$ cat config.mk
export PLATFORM = sky130hd
export DESIGN_NAME = mem_bus_arbiter
export DESIGN_NICKNAME = d
export VERILOG_FILES = /design/src/rtl/mem_bus_pkg.sv /design/src/rtl/arb_prio_sel.sv /design/src/rtl/mem_bus_arbiter.sv
export SDC_FILE = /design/constraint.sdc
export NUM_CORES = 1
export LEC_CHECK = 0
export CORE_UTILIZATION = 40
export CTS_CLUSTER_DIAMETER = 60
export DETAILED_ROUTE_END_ITERATION = 6
export PLACE_DENSITY_LB_ADDON = 0.25
export SLEW_MARGIN = 20
export SYNTH_ARGS = -nofsm -noshare
export SYNTH_HDL_FRONTEND = slang
export SYNTH_SLANG_ARGS = --single-unit
$ cat constraint.sdc
create_clock -name clk -period 2.3 [get_ports clk]
set_input_delay 0.23 -clock clk [delete_from_list [all_inputs] [get_ports clk]]
set_output_delay 0.23 -clock clk [all_outputs]
set_load 0.05 [all_outputs]
$ cat src/rtl/mem_bus_pkg.sv
// Shared definitions for the IF/MEM external memory bus arbiter.
// Contents:
//   arb_state_e : arbiter FSM encoding (IDLE, GNT_I, GNT_D)
//   gnt_sel_e   : grant choice returned by the priority selector
//   SIZE_*      : bus access size codes; FETCH_SIZE is the size every fetch uses
package mem_bus_pkg;

  typedef enum logic [1:0] {
    IDLE  = 2'd0,
    GNT_I = 2'd1,
    GNT_D = 2'd2
  } arb_state_e;

  typedef enum logic [1:0] {
    SEL_NONE = 2'd0,
    SEL_I    = 2'd1,
    SEL_D    = 2'd2
  } gnt_sel_e;

  localparam logic [1:0] SIZE_BYTE  = 2'b00;
  localparam logic [1:0] SIZE_HALF  = 2'b01;
  localparam logic [1:0] SIZE_WORD  = 2'b10;
  localparam logic [1:0] FETCH_SIZE = SIZE_WORD;

endpackage

$ cat src/rtl/arb_prio_sel.sv
// Combinational grant selector for the memory bus arbiter.
// Data accesses win, unless IF is waiting and the run of data grants taken
// while IF waited has reached BURST_MAX, in which case IF is forced through.
// Ports:
//   if_pend_i   : IF request pending (already masked by the caller)
//   d_pend_i    : MEM request pending (already masked by the caller)
//   burst_cnt_i : data grants taken while IF has been waiting
//   sel_o       : grant choice (SEL_NONE / SEL_I / SEL_D)
module arb_prio_sel
  import mem_bus_pkg::*;
#(
  parameter int unsigned BURST_MAX = 4,
  parameter int unsigned CNT_W     = 3
) (
  input  logic             if_pend_i,
  input  logic             d_pend_i,
  input  logic [CNT_W-1:0] burst_cnt_i,
  output gnt_sel_e         sel_o
);

  // Priority decision: data first, bounded by the starvation count.
  always_comb begin
    sel_o = SEL_NONE;
    if (d_pend_i && (!if_pend_i || (burst_cnt_i < CNT_W'(BURST_MAX)))) begin
      sel_o = SEL_D;
    end else if (if_pend_i) begin
      sel_o = SEL_I;
    end else begin
      sel_o = SEL_NONE;
    end
  end

endmodule

$ cat src/rtl/mem_bus_arbiter.sv
// Shares one external memory bus between instruction fetch (read-only) and
// the MEM stage (load/store). Each grant drives address/control, waits for
// the active-low acknowledge, captures read data and pulses the requester's
// ready output for one cycle. All outputs are registered.
// Optional feature macro: ARB_TIMEOUT_EN (acknowledge timeout with sticky bus_err).
// Ports:
//   clk, rst                : clock, asynchronous active-low reset
//   if_req/if_addr          : fetch request and address
//   if_rdata/if_ready       : fetched word and completion pulse
//   d_req/d_we/d_size/d_addr/d_wdata : data request, store flag, size, address, store data
//   d_rdata/d_ready         : load data and completion pulse
//   BAD/BDT_o/BDT_oe/BDT_i  : bus address, write data, write-data enable, read data
//   BREQ/BWRITE/BSIZE/BACK_n: bus request, write, size, acknowledge (active low)
//   bus_err                 : sticky acknowledge-timeout flag (0 when the feature is off)
module mem_bus_arbiter
  import mem_bus_pkg::*;
#(
  parameter int unsigned DATA_BURST_MAX = 4,
  parameter int unsigned TIMEOUT_CYC    = 255
) (
  input  logic        clk,
  input  logic        rst,
  input  logic        if_req,
  input  logic [31:0] if_addr,
  output logic [31:0] if_rdata,
  output logic        if_ready,
  input  logic        d_req,
  input  logic        d_we,
  input  logic [1:0]  d_size,
  input  logic [31:0] d_addr,
  input  logic [31:0] d_wdata,
  output logic [31:0] d_rdata,
  output logic        d_ready,
  output logic [31:0] BAD,
  output logic [31:0] BDT_o,
  output logic        BDT_oe,
  input  logic [31:0] BDT_i,
  output logic        BREQ,
  output logic        BWRITE,
  output logic [1:0]  BSIZE,
  input  logic        BACK_n,
  output logic        bus_err
);

  localparam int unsigned CNT_W = $clog2(DATA_BURST_MAX + 1);

  arb_state_e       state_q, state_d;
  logic [31:0]      bad_q, bad_d, bdt_o_q, bdt_o_d;
  logic [31:0]      if_rdata_q, if_rdata_d, d_rdata_q, d_rdata_d;
  logic             bdt_oe_q, bdt_oe_d, breq_q, breq_d, bwrite_q, bwrite_d;
  logic [1:0]       bsize_q, bsize_d;
  logic             if_ready_q, if_ready_d, d_ready_q, d_ready_d;
  logic [CNT_W-1:0] burst_q, burst_d;
  logic             if_pend_s, d_pend_s, done_s;
  logic [31:0]      fin_data_s;
  gnt_sel_e         sel_s;

`ifdef ARB_TIMEOUT_EN
  localparam int unsigned WAIT_W = $clog2(TIMEOUT_CYC + 1);
  logic [WAIT_W-1:0] wait_q, wait_d;
  logic              bus_err_q, bus_err_d;
`endif

  // The cycle carrying a ready pulse is a dead cycle: the finishing requester
  // is dropping its request, and nobody is granted until the next cycle.
  assign if_pend_s = if_req & ~if_ready_q & ~d_ready_q;
  assign d_pend_s  = d_req  & ~d_ready_q  & ~if_ready_q;

  arb_prio_sel #(
    .BURST_MAX (DATA_BURST_MAX),
    .CNT_W     (CNT_W)
  ) u_prio_sel (
    .if_pend_i   (if_pend_s),
    .d_pend_i    (d_pend_s),
    .burst_cnt_i (burst_q),
    .sel_o       (sel_s)
  );

  // Next-state, bus latch and completion logic.
  always_comb begin
    state_d    = state_q;
    bad_d      = bad_q;
    bdt_o_d    = bdt_o_q;
    bdt_oe_d   = bdt_oe_q;
    breq_d     = breq_q;
    bwrite_d   = bwrite_q;
    bsize_d    = bsize_q;
    if_rdata_d = if_rdata_q;
    d_rdata_d  = d_rdata_q;
    if_ready_d = 1'b0;
    d_ready_d  = 1'b0;
    burst_d    = burst_q;
    done_s     = 1'b0;
    fin_data_s = BDT_i;
`ifdef ARB_TIMEOUT_EN
    wait_d     = wait_q;
    bus_err_d  = bus_err_q;
`endif
    case (state_q)
      IDLE: begin
`ifdef ARB_TIMEOUT_EN
        wait_d = {WAIT_W{1'b0}};
`endif
        // Starvation count: data grants taken while IF is waiting.
        if (!if_req) begin
          burst_d = {CNT_W{1'b0}};
        end else if (sel_s == SEL_I) begin
          burst_d = {CNT_W{1'b0}};
        end else if ((sel_s == SEL_D) && (burst_q < CNT_W'(DATA_BURST_MAX))) begin
          burst_d = burst_q + CNT_W'(1);
        end else begin
          burst_d = burst_q;
        end
        case (sel_s)
          SEL_D: begin
            state_d  = GNT_D;
            bad_d    = d_addr;
            bsize_d  = d_size;
            bwrite_d = d_we;
            bdt_o_d  = d_wdata;
            bdt_oe_d = d_we;
            breq_d   = 1'b1;
          end
          SEL_I: begin
            state_d  = GNT_I;
            bad_d    = if_addr;
            bsize_d  = FETCH_SIZE;
            bwrite_d = 1'b0;
            bdt_oe_d = 1'b0;
            breq_d   = 1'b1;
          end
          default: state_d = IDLE;
        endcase
      end
      GNT_I, GNT_D: begin
        if (!BACK_n) begin
          done_s     = 1'b1;
          fin_data_s = BDT_i;
`ifdef ARB_TIMEOUT_EN
        end else if (wait_q == WAIT_W'(TIMEOUT_CYC - 1)) begin
          done_s     = 1'b1;
          fin_data_s = 32'h0000_0000;
          bus_err_d  = 1'b1;
        end else begin
          wait_d = wait_q + WAIT_W'(1);
        end
`else
        end else begin
          done_s = 1'b0;
        end
`endif
        if (done_s) begin
          state_d  = IDLE;
          breq_d   = 1'b0;
          bwrite_d = 1'b0;
          bdt_oe_d = 1'b0;
          if (state_q == GNT_I) begin
            if_rdata_d = fin_data_s;
            if_ready_d = 1'b1;
          end else begin
            d_rdata_d = fin_data_s;
            d_ready_d = 1'b1;
          end
        end else begin
          state_d = state_q;
        end
      end
      default: begin
        state_d  = IDLE;
        breq_d   = 1'b0;
        bwrite_d = 1'b0;
        bdt_oe_d = 1'b0;
      end
    endcase
  end

  // State and output registers; reset abandons any transaction in flight.
  always_ff @(posedge clk or negedge rst) begin
    if (!rst) begin
      state_q    <= IDLE;
      bad_q      <= 32'h0000_0000;
      bdt_o_q    <= 32'h0000_0000;
      bdt_oe_q   <= 1'b0;
      breq_q     <= 1'b0;
      bwrite_q   <= 1'b0;
      bsize_q    <= 2'b00;
      if_rdata_q <= 32'h0000_0000;
      d_rdata_q  <= 32'h0000_0000;
      if_ready_q <= 1'b0;
      d_ready_q  <= 1'b0;
      burst_q    <= {CNT_W{1'b0}};
`ifdef ARB_TIMEOUT_EN
      wait_q     <= {WAIT_W{1'b0}};
      bus_err_q  <= 1'b0;
`endif
    end else begin
      state_q    <= state_d;
      bad_q      <= bad_d;
      bdt_o_q    <= bdt_o_d;
      bdt_oe_q   <= bdt_oe_d;
      breq_q     <= breq_d;
      bwrite_q   <= bwrite_d;
      bsize_q    <= bsize_d;
      if_rdata_q <= if_rdata_d;
      d_rdata_q  <= d_rdata_d;
      if_ready_q <= if_ready_d;
      d_ready_q  <= d_ready_d;
      burst_q    <= burst_d;
`ifdef ARB_TIMEOUT_EN
      wait_q     <= wait_d;
      bus_err_q  <= bus_err_d;
`endif
    end
  end

  assign BAD      = bad_q;
  assign BDT_o    = bdt_o_q;
  assign BDT_oe   = bdt_oe_q;
  assign BREQ     = breq_q;
  assign BWRITE   = bwrite_q;
  assign BSIZE    = bsize_q;
  assign if_rdata = if_rdata_q;
  assign d_rdata  = d_rdata_q;
  assign if_ready = if_ready_q;
  assign d_ready  = d_ready_q;
`ifdef ARB_TIMEOUT_EN
  assign bus_err  = bus_err_q;
`else
  assign bus_err  = 1'b0;
`endif

endmodule

==> flow_results.xml, run 1 <==
<?xml version="1.0" encoding="UTF-8"?>
<metrics>
  <group name="clocking">
    <metric name="cts.sinks" unit="">139</metric>
    <metric name="cts_tree" unit="">done</metric>
    <metric name="longest_clk_path_bufs" unit="">2</metric>
    <metric name="cts_htree_levels" unit="">4</metric>
    <metric name="clock-root-buffer" unit="">clkbuf_16</metric>
    <metric name="cts_made_buffers" unit="">17</metric>
    <metric name="clk_pin_slew" unit="ns">0.06</metric>
    <metric name="clock_insertion_delay_worst_skew" unit="ns">0.41</metric>
  </group>
  <group name="grt">
    <metric name="busiest_layer" unit="">met2</metric>
    <metric name="grtUsageMet2" unit="%">36.5</metric>
    <metric name="pin_count_of_the_biggest_net_entering_global_routing" unit="">68</metric>
    <metric name="grt_first_pass_wirelength" unit="mm">24.4</metric>
    <metric name="gr-usage-met3" unit="%">8.88</metric>
    <metric name="grt_pass1_vias" unit="">4587</metric>
    <metric name="global_route.overflow_total" unit="">0</metric>
    <metric name="grt_use_met1" unit="%">25.1</metric>
    <metric name="antenna_found_initial" unit="">0</metric>
    <metric name="track_usage" unit="%">22.0</metric>
  </group>
  <group name="route">
    <metric name="avgViaCountPerCell" unit="">4.88</metric>
    <metric name="routed-via-count" unit="">4380</metric>
    <metric name="route.detailed.drc" unit="">0</metric>
    <metric name="route.final.wire_length" unit="mm">15.6</metric>
    <metric name="first_drt_pass_iteration_count" unit="">4</metric>
    <metric name="antenna_violating_nets_post_route" unit="">0</metric>
    <metric name="drt-wirelength-per-cell" unit="µm">17.4</metric>
    <metric name="first_iter_violations" unit="">173</metric>
  </group>
  <group name="timing">
    <metric name="setup_slack" unit="ns">0.363</metric>
    <metric name="hold_violations" unit="">0</metric>
    <metric name="setup-tns-final" unit="ns">0</metric>
    <metric name="worst_hold_slack" unit="ns">0.375</metric>
    <metric name="rsz_0062_raised_after_global_routing" unit="">false</metric>
    <metric name="timing.final.crit_period" unit="ns">1.94</metric>
    <metric name="final_setup_fails" unit="">0</metric>
    <metric name="final.period_utilization" unit="%">84.2</metric>
    <metric name="tightestPinTransition" unit="ns">0.635</metric>
    <metric name="fmaxAchievable" unit="MHz">516</metric>
    <metric name="max_slew_headroom_at_the_worst_pin" unit="%">57.6</metric>
    <metric name="final-max-slew-violation-count" unit="">0</metric>
    <metric name="fin_skew" unit="ns">0.00629</metric>
  </group>
  <group name="min_path">
    <metric name="holdCritPathClass" unit="">input pin to async pin</metric>
  </group>
  <group name="run">
    <metric name="timing.max_cap.violations" unit="">0</metric>
  </group>
  <group name="placed_design">
    <metric name="gpl.final_weighted_congestion" unit="">0.827</metric>
    <metric name="placed_area" unit="µm²">8580</metric>
    <metric name="port-buffer-count" unit="">270</metric>
    <metric name="dp_hpwl" unit="mm">11.2</metric>
    <metric name="dp_slack" unit="ns">0.325</metric>
  </group>
  <group name="synthesis">
    <metric name="ys_seq_elements" unit="">139</metric>
    <metric name="seq_area_frac_synth" unit="%">61.2</metric>
    <metric name="syn_area" unit="µm²">5680</metric>
    <metric name="postSynth.asyncResetShare" unit="%">100</metric>
    <metric name="yosysWarningCount" unit="">0</metric>
    <metric name="synth_edf_count" unit="">0</metric>
    <metric name="netlist.top_cell.by_area" unit="">dfrtp_1</metric>
    <metric name="top_post_synthesis_cells_by_area" unit="">dfrtp_1 61%, mux2_2 13%, mux2_4 7.4%, nand2_1 4.7%, a31oi_1 3.7%</metric>
    <metric name="top_count_cell_post_synth" unit="">dfrtp_1</metric>
    <metric name="synthDominantCellAreaShare" unit="%">61.2</metric>
    <metric name="netlist_instances" unit="">434</metric>
    <metric name="post_synth_num_cell_types" unit="">29</metric>
    <metric name="syn_area_per_cell" unit="µm²">13.1</metric>
    <metric name="synth-main-ff-cell" unit="">dfrtp_1</metric>
    <metric name="synth.net_count" unit="">573</metric>
    <metric name="synth_common_cells" unit="">139 x dfrtp_1, 71 x nand2_1, 68 x mux2_2, 34 x a31oi_1, 33 x nor2_1</metric>
  </group>
  <group name="final_layout">
    <metric name="fin_nets" unit="">844</metric>
    <metric name="drive_above_1_share" unit="%">20.5</metric>
    <metric name="fillers" unit="">1021</metric>
    <metric name="num_antenna_cells" unit="">0</metric>
    <metric name="area.growth.synth_to_final" unit="%">63.9</metric>
    <metric name="seqCellArea" unit="µm²">3480</metric>
    <metric name="area_used_by_multi_input_combinational_logic" unit="µm²">2030</metric>
    <metric name="final_area" unit="µm²">9310</metric>
  </group>
  <group name="critical_path">
    <metric name="critical_path.startpoint_type" unit="">flip-flop</metric>
    <metric name="critical_path_fanouts_max" unit="">67</metric>
    <metric name="critical_path_class" unit="">flip-flop to flip-flop</metric>
    <metric name="r2r.worst_path.cells" unit="">6</metric>
    <metric name="critical_path.endpoint_type" unit="">flip-flop</metric>
    <metric name="rrSetupSlack" unit="ns">0.36</metric>
    <metric name="critPathLaunch" unit="">state_q[1]$_DFFE_PN0P_</metric>
    <metric name="timing.critical_path.required" unit="ns">2.62</metric>
    <metric name="r2r_start" unit="">state_q[1]$_DFFE_PN0P_</metric>
    <metric name="capturing_point_of_the_worst_reg2reg_path" unit="">BAD[29]$_DFFE_PN0P_</metric>
    <metric name="critPathArrivalTime" unit="ns">2.26</metric>
  </group>
  <group name="floorplanning">
    <metric name="core" unit="µm²">13900</metric>
    <metric name="floorplan.die_area" unit="µm²">14700</metric>
    <metric name="start_util" unit="%">40.9</metric>
    <metric name="die_w" unit="µm">121</metric>
    <metric name="die-height" unit="µm">121</metric>
    <metric name="row_cnt" unit="">43</metric>
    <metric name="ioPinCount" unit="">272</metric>
  </group>
  <group name="power">
    <metric name="cellLeakagePower" unit="µW">0.00398</metric>
    <metric name="ir_drop" unit="mV">1.07</metric>
    <metric name="report.power.total" unit="µW">17600</metric>
    <metric name="cellPowerDensity" unit="nW/µm²">1890</metric>
  </group>
  <group name="status">
    <metric name="status" unit="">completed</metric>
  </group>
</metrics>
## area by class of cell
type | instances | area share, %
Clock buffer | 20 | 4.91
Sequential cell | 139 | 37.4
Timing Repair Buffer | 281 | 30.5
Multi-Input combinational cell | 263 | 21.9
Clock inverter | 12 | 2.85
Tap cell | 180 | 2.42
Inverter | 3 | 0.121
## metal layers
layer	wire length (µm)	up-vias
met5	0	-
met4	323	0
met2	7700	196
met3	1530	23
li1	-	2033
met1	6090	2128
## report_power, final
| group | internal (µW) | switching [µW] | total [µW] |
|---|---|---|---|
| Combinational | 3760 | 6190 | 9950 |
| Sequential | 3690 | 666 | 4360 |
| Clock | 2310 | 1020 | 3330 |
| Total | 9760 | 7870 | 17600 |
## through the flow
| stage | instances | util, % |
|---|---|---|
| 4_1_cts | 898 | 67.1 |
| 6_report | 898 | 67.1 |
| 2_1_floorplan | 434 | - |
| 3_3_place_gp | 865 | 61.8 |
| 3_5_place_dp | 865 | 61.8 |
| 5_1_grt | 898 | 67.1 |
## registers in the layout, indices dropped and copies added (netlist names)
name / cells
BAD: 32
BDT_o: 32
d_rdata: 32
if_rdata: 32
burst_q: 3
BSIZE: 2
state_q: 2
BREQ: 1
BWRITE: 1
d_ready: 1
if_ready: 1
## worst max path at each step
stage / endpoint / slack (ns)
after global placement: BSIZE[0]$_DFFE_PN0P_ / 0.41
after floorplan: BDT_o[10]$_DFFE_PN0P_ / 0.57
after CTS: if_ready / 0.36
final: BAD[29]$_DFFE_PN0P_ / 0.36
after global routing: BSIZE[0]$_DFFE_PN0P_ / 0.18
after detailed placement: BAD[29]$_DFFE_PN0P_ / 0.32
## cell usage in the layout, fill, tap and decap left out
| cell type | count |
|---|---|
| o21ai_0 | 6 |
| a31oi_1 | 34 |
| bufinv_16 | 8 |
| inv_1 | 3 |
| buf_12 | 4 |
| dlygate4sd3_1 | 1 |
| clkbuf_8 | 2 |
| mux2_4 | 28 |
| nand2b_4 | 1 |
| nand2_4 | 1 |
| nand3_1 | 4 |
| a21bo_2 | 1 |
| nand2_1 | 71 |
| nor2_4 | 1 |
| nor2b_4 | 1 |
| dfrtp_1 | 139 |
| o211a_2 | 1 |
| or4_1 | 1 |
| buf_4 | 6 |
| nand3_2 | 1 |
| a21o_1 | 1 |
| conb_1 | 1 |
| ha_1 | 3 |
| clkbuf_16 | 17 |
| clkinv_2 | 2 |
| clkbuf_1 | 1 |
| nor2_1 | 33 |
| buf_6 | 1 |
| and3_4 | 1 |
| nor3b_4 | 1 |
| clkinvlp_4 | 2 |
| nor3_1 | 1 |
| clkdlybuf4s50_1 | 269 |
| mux2_2 | 68 |
| and2_1 | 1 |
| o22a_1 | 2 |
## worst max-delay path, cell delays in order, from the launching register on
cell	delay, ns
dfrtp_1	0.38
inv_1	0.08
ha_1	0.31
o211a_2	0.28
buf_4	0.52
nor2_1	0.08
a31oi_1	0.19
## kinds of logic after synthesis
logic type | after synthesis | synth area share, %
DFF | 139 | 61.2
muxes | 96 | 20.9
adders and majority gates | 3 | 0.661
AOI/OAI and AO/OA | 45 | 5.07
other | 1 | 0.0660
and+or+nand+nor | 118 | 8.90
buffers and inverters | 32 | 3.17
## timing repair
item	in CTS	in global routing
buffers inserted	0	0
hold buffers	1	0
resized for setup	0	0
hold endpoints to repair	61	0
endpoints found under the setup margin	0	0
(Power assumes the default switching activity.)
==> run 2: changes to the inputs <==
==> constraint.sdc (replaced) <==
create_clock -name clk -period 1.9 [get_ports clk]
set_input_delay 0.19 -clock clk [delete_from_list [all_inputs] [get_ports clk]]
set_output_delay 0.19 -clock clk [all_outputs]
set_load 0.05 [all_outputs]
==> run 2 against run 1 <==
Sequential power up 21%. Wire length is 1.1% lower. Non-clock buffer count up 2. Core utilization grew 0.090 points. Sequential share of layout area shrank 0.050 points. Die area unchanged. Critical path depth down 5. Critical path type is now flip-flop to primary output. Critical endpoint is now d_ready. Largest power group unchanged. Highest routed layer unchanged.
==> flow_results.xml, run 2 (synthesized netlist as in run 1, its figures left out) <==
<?xml version="1.0" encoding="UTF-8"?>
<metrics>
  <group name="power">
    <metric name="cellLeakagePower" unit="µW">0.00403</metric>
    <metric name="power.switching_fraction" unit="%">45.0</metric>
    <metric name="switchingPower" unit="µW">9530</metric>
    <metric name="ir_drop" unit="mV">1.47</metric>
    <metric name="power.clock.fraction" unit="%">17.7</metric>
    <metric name="p_int" unit="µW">11700</metric>
    <metric name="seqPwrFrac" unit="%">25.0</metric>
    <metric name="cellPowerDensity" unit="nW/µm²">2270</metric>
    <metric name="report.power.total" unit="µW">21200</metric>
    <metric name="comb_power_share" unit="%">57.4</metric>
  </group>
  <group name="timing">
    <metric name="fmaxAchievable" unit="MHz">541</metric>
    <metric name="fin_skew" unit="ns">0.00657</metric>
    <metric name="setup-tns-final" unit="ns">0</metric>
    <metric name="hold_violations" unit="">0</metric>
    <metric name="final.period_utilization" unit="%">97.3</metric>
    <metric name="final-max-slew-violation-count" unit="">0</metric>
    <metric name="max_slew_headroom_at_the_worst_pin" unit="%">62.1</metric>
    <metric name="final_setup_fails" unit="">0</metric>
    <metric name="rsz_0062_raised_after_global_routing" unit="">false</metric>
    <metric name="timing.final.crit_period" unit="ns">1.85</metric>
    <metric name="tightestPinTransition" unit="ns">0.567</metric>
  </group>
  <group name="grt">
    <metric name="antenna_found_initial" unit="">0</metric>
    <metric name="pin_count_of_the_biggest_net_entering_global_routing" unit="">68</metric>
    <metric name="grt_first_pass_wirelength" unit="mm">24.2</metric>
    <metric name="track_usage" unit="%">21.6</metric>
    <metric name="global_route.overflow_total" unit="">0</metric>
    <metric name="grt_pass1_vias" unit="">4616</metric>
  </group>
  <group name="final_layout">
    <metric name="num_antenna_cells" unit="">0</metric>
    <metric name="utilization" unit="%">67.2</metric>
    <metric name="layout.cells.most_common" unit="">clkdlybuf4s50_1</metric>
    <metric name="seqCellArea" unit="µm²">3480</metric>
    <metric name="layout_common_cells" unit="">266 x clkdlybuf4s50_1, 139 x dfrtp_1, 71 x nand2_1</metric>
    <metric name="fillers" unit="">1030</metric>
    <metric name="area_used_by_multi_input_combinational_logic" unit="µm²">2030</metric>
    <metric name="final_area" unit="µm²">9320</metric>
    <metric name="drive_above_1_share" unit="%">20.6</metric>
    <metric name="area.growth.synth_to_final" unit="%">64.2</metric>
    <metric name="fin_nets" unit="">846</metric>
  </group>
  <group name="floorplanning">
    <metric name="start_util" unit="%">40.9</metric>
    <metric name="row_cnt" unit="">43</metric>
    <metric name="die_w" unit="µm">121</metric>
    <metric name="core" unit="µm²">13900</metric>
    <metric name="floorplan.die_area" unit="µm²">14700</metric>
    <metric name="die-height" unit="µm">121</metric>
    <metric name="ioPinCount" unit="">272</metric>
  </group>
  <group name="critical_path">
    <metric name="critical_path.endpoint_type" unit="">primary output</metric>
    <metric name="r2r.worst_path.cells" unit="">5</metric>
    <metric name="timing.critical_path.required" unit="ns">1.71</metric>
    <metric name="cp_slowest_stage_delay" unit="ns">0.85</metric>
    <metric name="r2r_start" unit="">state_q[0]$_DFFE_PN0P_</metric>
    <metric name="critical_path_class" unit="">flip-flop to primary output</metric>
    <metric name="critical-path-top-delay-family" unit="">buffers and inverters</metric>
    <metric name="crit_path_cell_trace" unit="">clkdlybuf4s50_1</metric>
    <metric name="critical_path_fanouts_max" unit="">3</metric>
    <metric name="critical_path_cell_count" unit="">1</metric>
    <metric name="critical_path.startpoint_type" unit="">flip-flop</metric>
    <metric name="capturing_point_of_the_worst_reg2reg_path" unit="">d_rdata[7]$_DFFE_PN0P_</metric>
    <metric name="cp.buffers_inverters" unit="">1</metric>
    <metric name="rrSetupSlack" unit="ns">0.21</metric>
    <metric name="critPathArrivalTime" unit="ns">1.66</metric>
    <metric name="slowest_stage" unit="">clkdlybuf4s50_1</metric>
  </group>
  <group name="placed_design">
    <metric name="gpl.final_weighted_congestion" unit="">0.783</metric>
    <metric name="dp_hpwl" unit="mm">11.1</metric>
    <metric name="port-buffer-count" unit="">270</metric>
    <metric name="placed_area" unit="µm²">8630</metric>
  </group>
  <group name="min_path">
    <metric name="holdCritPathClass" unit="">input pin to async pin</metric>
  </group>
  <group name="route">
    <metric name="routed-via-count" unit="">4353</metric>
    <metric name="first_iter_violations" unit="">178</metric>
    <metric name="route.final.wire_length" unit="mm">15.5</metric>
    <metric name="route.detailed.drc" unit="">0</metric>
    <metric name="antenna_violating_nets_post_route" unit="">0</metric>
    <metric name="avgViaCountPerCell" unit="">4.84</metric>
    <metric name="first_drt_pass_iteration_count" unit="">5</metric>
    <metric name="drt-wirelength-per-cell" unit="µm">17.2</metric>
  </group>
  <group name="clocking">
    <metric name="cts_htree_levels" unit="">4</metric>
    <metric name="cts_tree" unit="">done</metric>
    <metric name="cts_made_buffers" unit="">17</metric>
    <metric name="longest_clk_path_bufs" unit="">2</metric>
    <metric name="clock_insertion_delay_worst_skew" unit="ns">0.41</metric>
    <metric name="clock-root-buffer" unit="">clkbuf_16</metric>
    <metric name="cts.sinks" unit="">139</metric>
    <metric name="clk_pin_slew" unit="ns">0.06</metric>
    <metric name="post_cts_setup_buffer_count" unit="">0</metric>
  </group>
  <group name="status">
    <metric name="status" unit="">completed</metric>
  </group>
  <group name="run">
    <metric name="timing.max_cap.violations" unit="">0</metric>
  </group>
</metrics>
==> run 2: cell count changes in the layout (fill, tap and decap cells not counted), sizes merged <==
cell           previous run  this run
inv                       3         4
bufinv                    8         6
buf                      11        13
clkdlybuf4s50           269       266
clkbuf                   20        21
dlymetal6s2s              0         3
==> run 2: per-layer routing <==
metal / vias to the layer above / GRT usage (%) / wire [µm]
li1: 2031 / - / -
met1: 2119 / 24.5 / 5910
met2: 187 / 37.4 / 7910
met3: 16 / 7.33 / 1440
met4: 0 / 8.26 / 208
met5: - / 0 / 0
==> run 2: power groups by stage <==
stage	logic (µW)	registers, µW	clock network (µW)
after floorplan	3100	10300	0
after global placement	12100	5230	0
after detailed placement	12200	5340	0
after CTS	12200	5310	3820
after global routing	12700	5490	3950
final	12200	5290	3740
==> run 2: how the worst max path moves through the flow <==
stage	startpoint	end	slack (ns)
floorplan	if_ready$_DFF_PN0_	BDT_o[10]$_DFFE_PN0P_	0.17
global placement	if_req	BDT_o[0]$_DFFE_PN0P_	0.15
detailed placement	if_req	BAD[18]$_DFFE_PN0P_	0.12
CTS	BWRITE$_DFFE_PN0P_	BDT_oe	0.01
global route	d_ready$_DFF_PN0_	d_ready	0.01
finish	d_ready$_DFF_PN0_	d_ready	0.05
==> run 2: what timing repair did <==
action	in CTS	in global routing
endpoints found under the setup margin	0	3
hold endpoints to repair	38	0
gates resized for setup	0	3
hold buffers	1	0
==> run 2: stage by stage <==
step           std cells  hold slack, ns  worst slack [ns]
2_1_floorplan        434          -0.106             0.169
3_3_place_gp         867           0.113             0.150
3_5_place_dp         867           0.124             0.116
4_1_cts              900           0.241            0.0107
5_1_grt              900           0.277            0.0102
6_report             900           0.243            0.0505
==> run 2: layout make-up <==
type,count,area share [%]
Clock inverter,11,2.29
Multi-Input combinational cell,263,21.8
Sequential cell,139,37.3
Clock buffer,21,4.94
Inverter,3,0.121
Tap cell,180,2.42
Timing Repair Buffer,283,31.1
==> run 2: worst register-to-register path, cell delays in order (launching register included) <==
cell and delay, ns:
dfrtp_1 0.38, inv_1 0.06, ha_1 0.29, nor3b_4 0.22, buf_12 0.25, mux2_2 0.38
==> run 3: changes to the inputs <==
--- a/config.mk
+++ b/config.mk
@@ -8,7 +8,7 @@
 export CORE_UTILIZATION = 40
 export CTS_CLUSTER_DIAMETER = 60
 export DETAILED_ROUTE_END_ITERATION = 6
-export PLACE_DENSITY_LB_ADDON = 0.25
+export PLACE_DENSITY = 0.88
 export SLEW_MARGIN = 20
 export SYNTH_ARGS = -nofsm -noshare
 export SYNTH_HDL_FRONTEND = slang
==> constraint.sdc (replaced) <==
create_clock -name clk -period 1.75 [get_ports clk]
set_input_delay 0.175 -clock clk [delete_from_list [all_inputs] [get_ports clk]]
set_output_delay 0.175 -clock clk [all_outputs]
set_load 0.05 [all_outputs]
==> run 3 against run 2 <==
Clock skew up 0.00088 ns. Count of clock-buffer cells in the layout down 4. Sequential power up 8.7%. Global-route usage up 0.60 points. Flip-flop and latch count unchanged. Die area unchanged. Register-to-register slack worse by 0.16 ns. Highest routed layer unchanged. Wire length up 6.9%. Worst setup slack worse by 0.0012 ns. Largest cell class unchanged. Total power up 6.0%. Hold slack better by 0.044 ns. Cell area up 0.23%.
==> flow_results.xml, run 3 (synthesized netlist as in run 1, its figures left out) <==
<?xml version="1.0" encoding="UTF-8"?>
<metrics>
  <group name="timing">
    <metric name="timing.final.crit_period" unit="ns">1.70</metric>
    <metric name="final-max-slew-violation-count" unit="">0</metric>
    <metric name="final.period_utilization" unit="%">97.2</metric>
    <metric name="fin_skew" unit="ns">0.00746</metric>
    <metric name="setup-tns-final" unit="ns">0</metric>
    <metric name="fmaxAchievable" unit="MHz">588</metric>
    <metric name="max_slew_headroom_at_the_worst_pin" unit="%">64.2</metric>
    <metric name="final_setup_fails" unit="">0</metric>
    <metric name="hold_violations" unit="">0</metric>
    <metric name="tightestPinTransition" unit="ns">0.539</metric>
  </group>
  <group name="grt">
    <metric name="grtUsageMet2" unit="%">39.0</metric>
    <metric name="track_usage" unit="%">22.2</metric>
    <metric name="antenna_found_initial" unit="">1</metric>
    <metric name="global_route.overflow_total" unit="">0</metric>
    <metric name="busiest_layer" unit="">met2</metric>
    <metric name="pin_count_of_the_biggest_net_entering_global_routing" unit="">50</metric>
    <metric name="gr-usage-met3" unit="%">7.99</metric>
    <metric name="grt_pass1_vias" unit="">4841</metric>
    <metric name="grt_use_met1" unit="%">23.4</metric>
    <metric name="grt_first_pass_wirelength" unit="mm">24.5</metric>
  </group>
  <group name="power">
    <metric name="ir_drop" unit="mV">1.62</metric>
    <metric name="cellLeakagePower" unit="µW">0.00432</metric>
    <metric name="cellPowerDensity" unit="nW/µm²">2400</metric>
  </group>
  <group name="clocking">
    <metric name="clk_pin_slew" unit="ns">0.06</metric>
    <metric name="longest_clk_path_bufs" unit="">2</metric>
    <metric name="cts_tree" unit="">done</metric>
    <metric name="cts.sinks" unit="">139</metric>
    <metric name="clock-root-buffer" unit="">clkbuf_16</metric>
    <metric name="cts_made_buffers" unit="">17</metric>
    <metric name="cts_htree_levels" unit="">4</metric>
    <metric name="clock_insertion_delay_worst_skew" unit="ns">0.41</metric>
  </group>
  <group name="route">
    <metric name="drt-wirelength-per-cell" unit="µm">18.1</metric>
    <metric name="route.detailed.drc" unit="">0</metric>
    <metric name="avgViaCountPerCell" unit="">5.01</metric>
    <metric name="route.final.wire_length" unit="mm">16.5</metric>
    <metric name="first_iter_violations" unit="">203</metric>
    <metric name="antenna_violating_nets_post_route" unit="">0</metric>
    <metric name="routed-via-count" unit="">4571</metric>
    <metric name="first_drt_pass_iteration_count" unit="">4</metric>
  </group>
  <group name="final_layout">
    <metric name="layout_common_cells" unit="">139 x dfrtp_1, 134 x clkdlybuf4s50_1, 115 x dlygate4sd2_1</metric>
    <metric name="layout.cells.most_common" unit="">dfrtp_1</metric>
    <metric name="fin_nets" unit="">858</metric>
    <metric name="final_area" unit="µm²">9340</metric>
    <metric name="area.growth.synth_to_final" unit="%">64.5</metric>
    <metric name="drive_above_1_share" unit="%">24.2</metric>
    <metric name="utilization" unit="%">67.3</metric>
  </group>
  <group name="floorplanning">
    <metric name="floorplan.die_area" unit="µm²">14700</metric>
    <metric name="start_util" unit="%">40.9</metric>
    <metric name="row_cnt" unit="">43</metric>
    <metric name="ioPinCount" unit="">272</metric>
    <metric name="core" unit="µm²">13900</metric>
    <metric name="die-height" unit="µm">121</metric>
    <metric name="die_w" unit="µm">121</metric>
  </group>
  <group name="critical_path">
    <metric name="timing.critical_path.required" unit="ns">2.05</metric>
    <metric name="critical_path.endpoint_type" unit="">flip-flop</metric>
    <metric name="rrSetupSlack" unit="ns">0.05</metric>
    <metric name="critical_path.startpoint_type" unit="">flip-flop</metric>
    <metric name="critPathArrivalTime" unit="ns">2.00</metric>
    <metric name="critical_path_fanouts_max" unit="">8</metric>
    <metric name="critical_path_class" unit="">flip-flop to flip-flop</metric>
  </group>
  <group name="placed_design">
    <metric name="gpl.final_weighted_congestion" unit="">0.787</metric>
    <metric name="port-buffer-count" unit="">270</metric>
    <metric name="placed_area" unit="µm²">8660</metric>
    <metric name="dp_hpwl" unit="mm">11.7</metric>
  </group>
  <group name="status">
    <metric name="status" unit="">completed</metric>
  </group>
  <group name="run">
    <metric name="timing.max_cap.violations" unit="">0</metric>
  </group>
  <group name="min_path">
    <metric name="holdCritPathClass" unit="">input pin to async pin</metric>
  </group>
</metrics>
-- run 3: cell types whose count changed in the layout (fill, tap and decap cells not counted), sizes merged, moves of 2 or more --
cell	change
buf	+21
clkdlybuf4s50	-132
clkinv	+7
clkinvlp	-2
dlygate4sd2	+115
dlymetal6s2s	+5
-- run 3: report_power, final --
part / internal, µW / total (µW) / switching [µW]
sequential: 4850 / 5750 / 898
combinational: 4340 / 12700 / 8330
clock: 2680 / 4040 / 1360
total: 11900 / 22500 / 10600
-- run 3: per-layer routing --
| metal | part of all wire, % | up-vias |
|---|---|---|
| li1 | - | 2062 |
| met1 | 36 | 2245 |
| met2 | 52 | 225 |
| met3 | 9.1 | 39 |
| met4 | 3.1 | 0 |
| met5 | 0 | - |
-- run 3: area by class of cell --
class | count | area (µm²)
clock inverter | 15 | 248
fill | 1029 | 4540
tap | 180 | 225
inverter | 3 | 11.3
clock buffer | 17 | 425
sequential | 139 | 3480
timing repair buffer | 295 | 2900
antenna | 1 | 2.50
multi-input combinational | 263 | 2050
-- run 3: path summary, 6_finish.rpt --
kind	startpoint	end	depth (start not counted)
max in group asynchronous	rst	BDT_o[28]$_DFFE_PN0P_	3
setup / recovery	state_q[0]$_DFFE_PN0P_	d_rdata[22]$_DFFE_PN0P_	6
hold / removal	rst	d_rdata[12]$_DFFE_PN0P_	2
hold reg to reg	burst_q[1]$_DFFE_PN0P_	burst_q[1]$_DFFE_PN0P_	2
min in group clk	d_addr[26]	BAD[26]$_DFFE_PN0P_	3
setup reg to reg	state_q[0]$_DFFE_PN0P_	d_rdata[22]$_DFFE_PN0P_	6
-- run 3: worst max-delay path: stages, from the launching register on --
cell	delay (ns)
dfrtp_1	0.37
inv_1	0.08
ha_4	0.27
nor3b_4	0.20
buf_4	0.16
clkbuf_16	0.16
mux2_2	0.34
-- run 3: repair_timing --
item,4_1_cts,5_1_grt
buffers inserted,0,2
gates cloned,0,4
pin swaps,0,0
hold buffers,1,0
gates resized for setup,116,12
setup endpoints to repair,116,82
endpoints found under the hold margin,44,0
-- run 3: metrics by stage --
stage / setup WS (ns) / total power, µW / hold slack, ns / instances
final: 0.0494 / 22500 / 0.288 / 913
after global routing: -0.000941 / 23400 / 0.324 / 913
after CTS: 0.000538 / 22300 / 0.274 / 906
after detailed placement: -0.0505 / 19100 / 0.161 / 873
after global placement: 0.0387 / 18700 / 0.153 / 873
after floorplan: 0.0186 / 14500 / -0.121 / 434
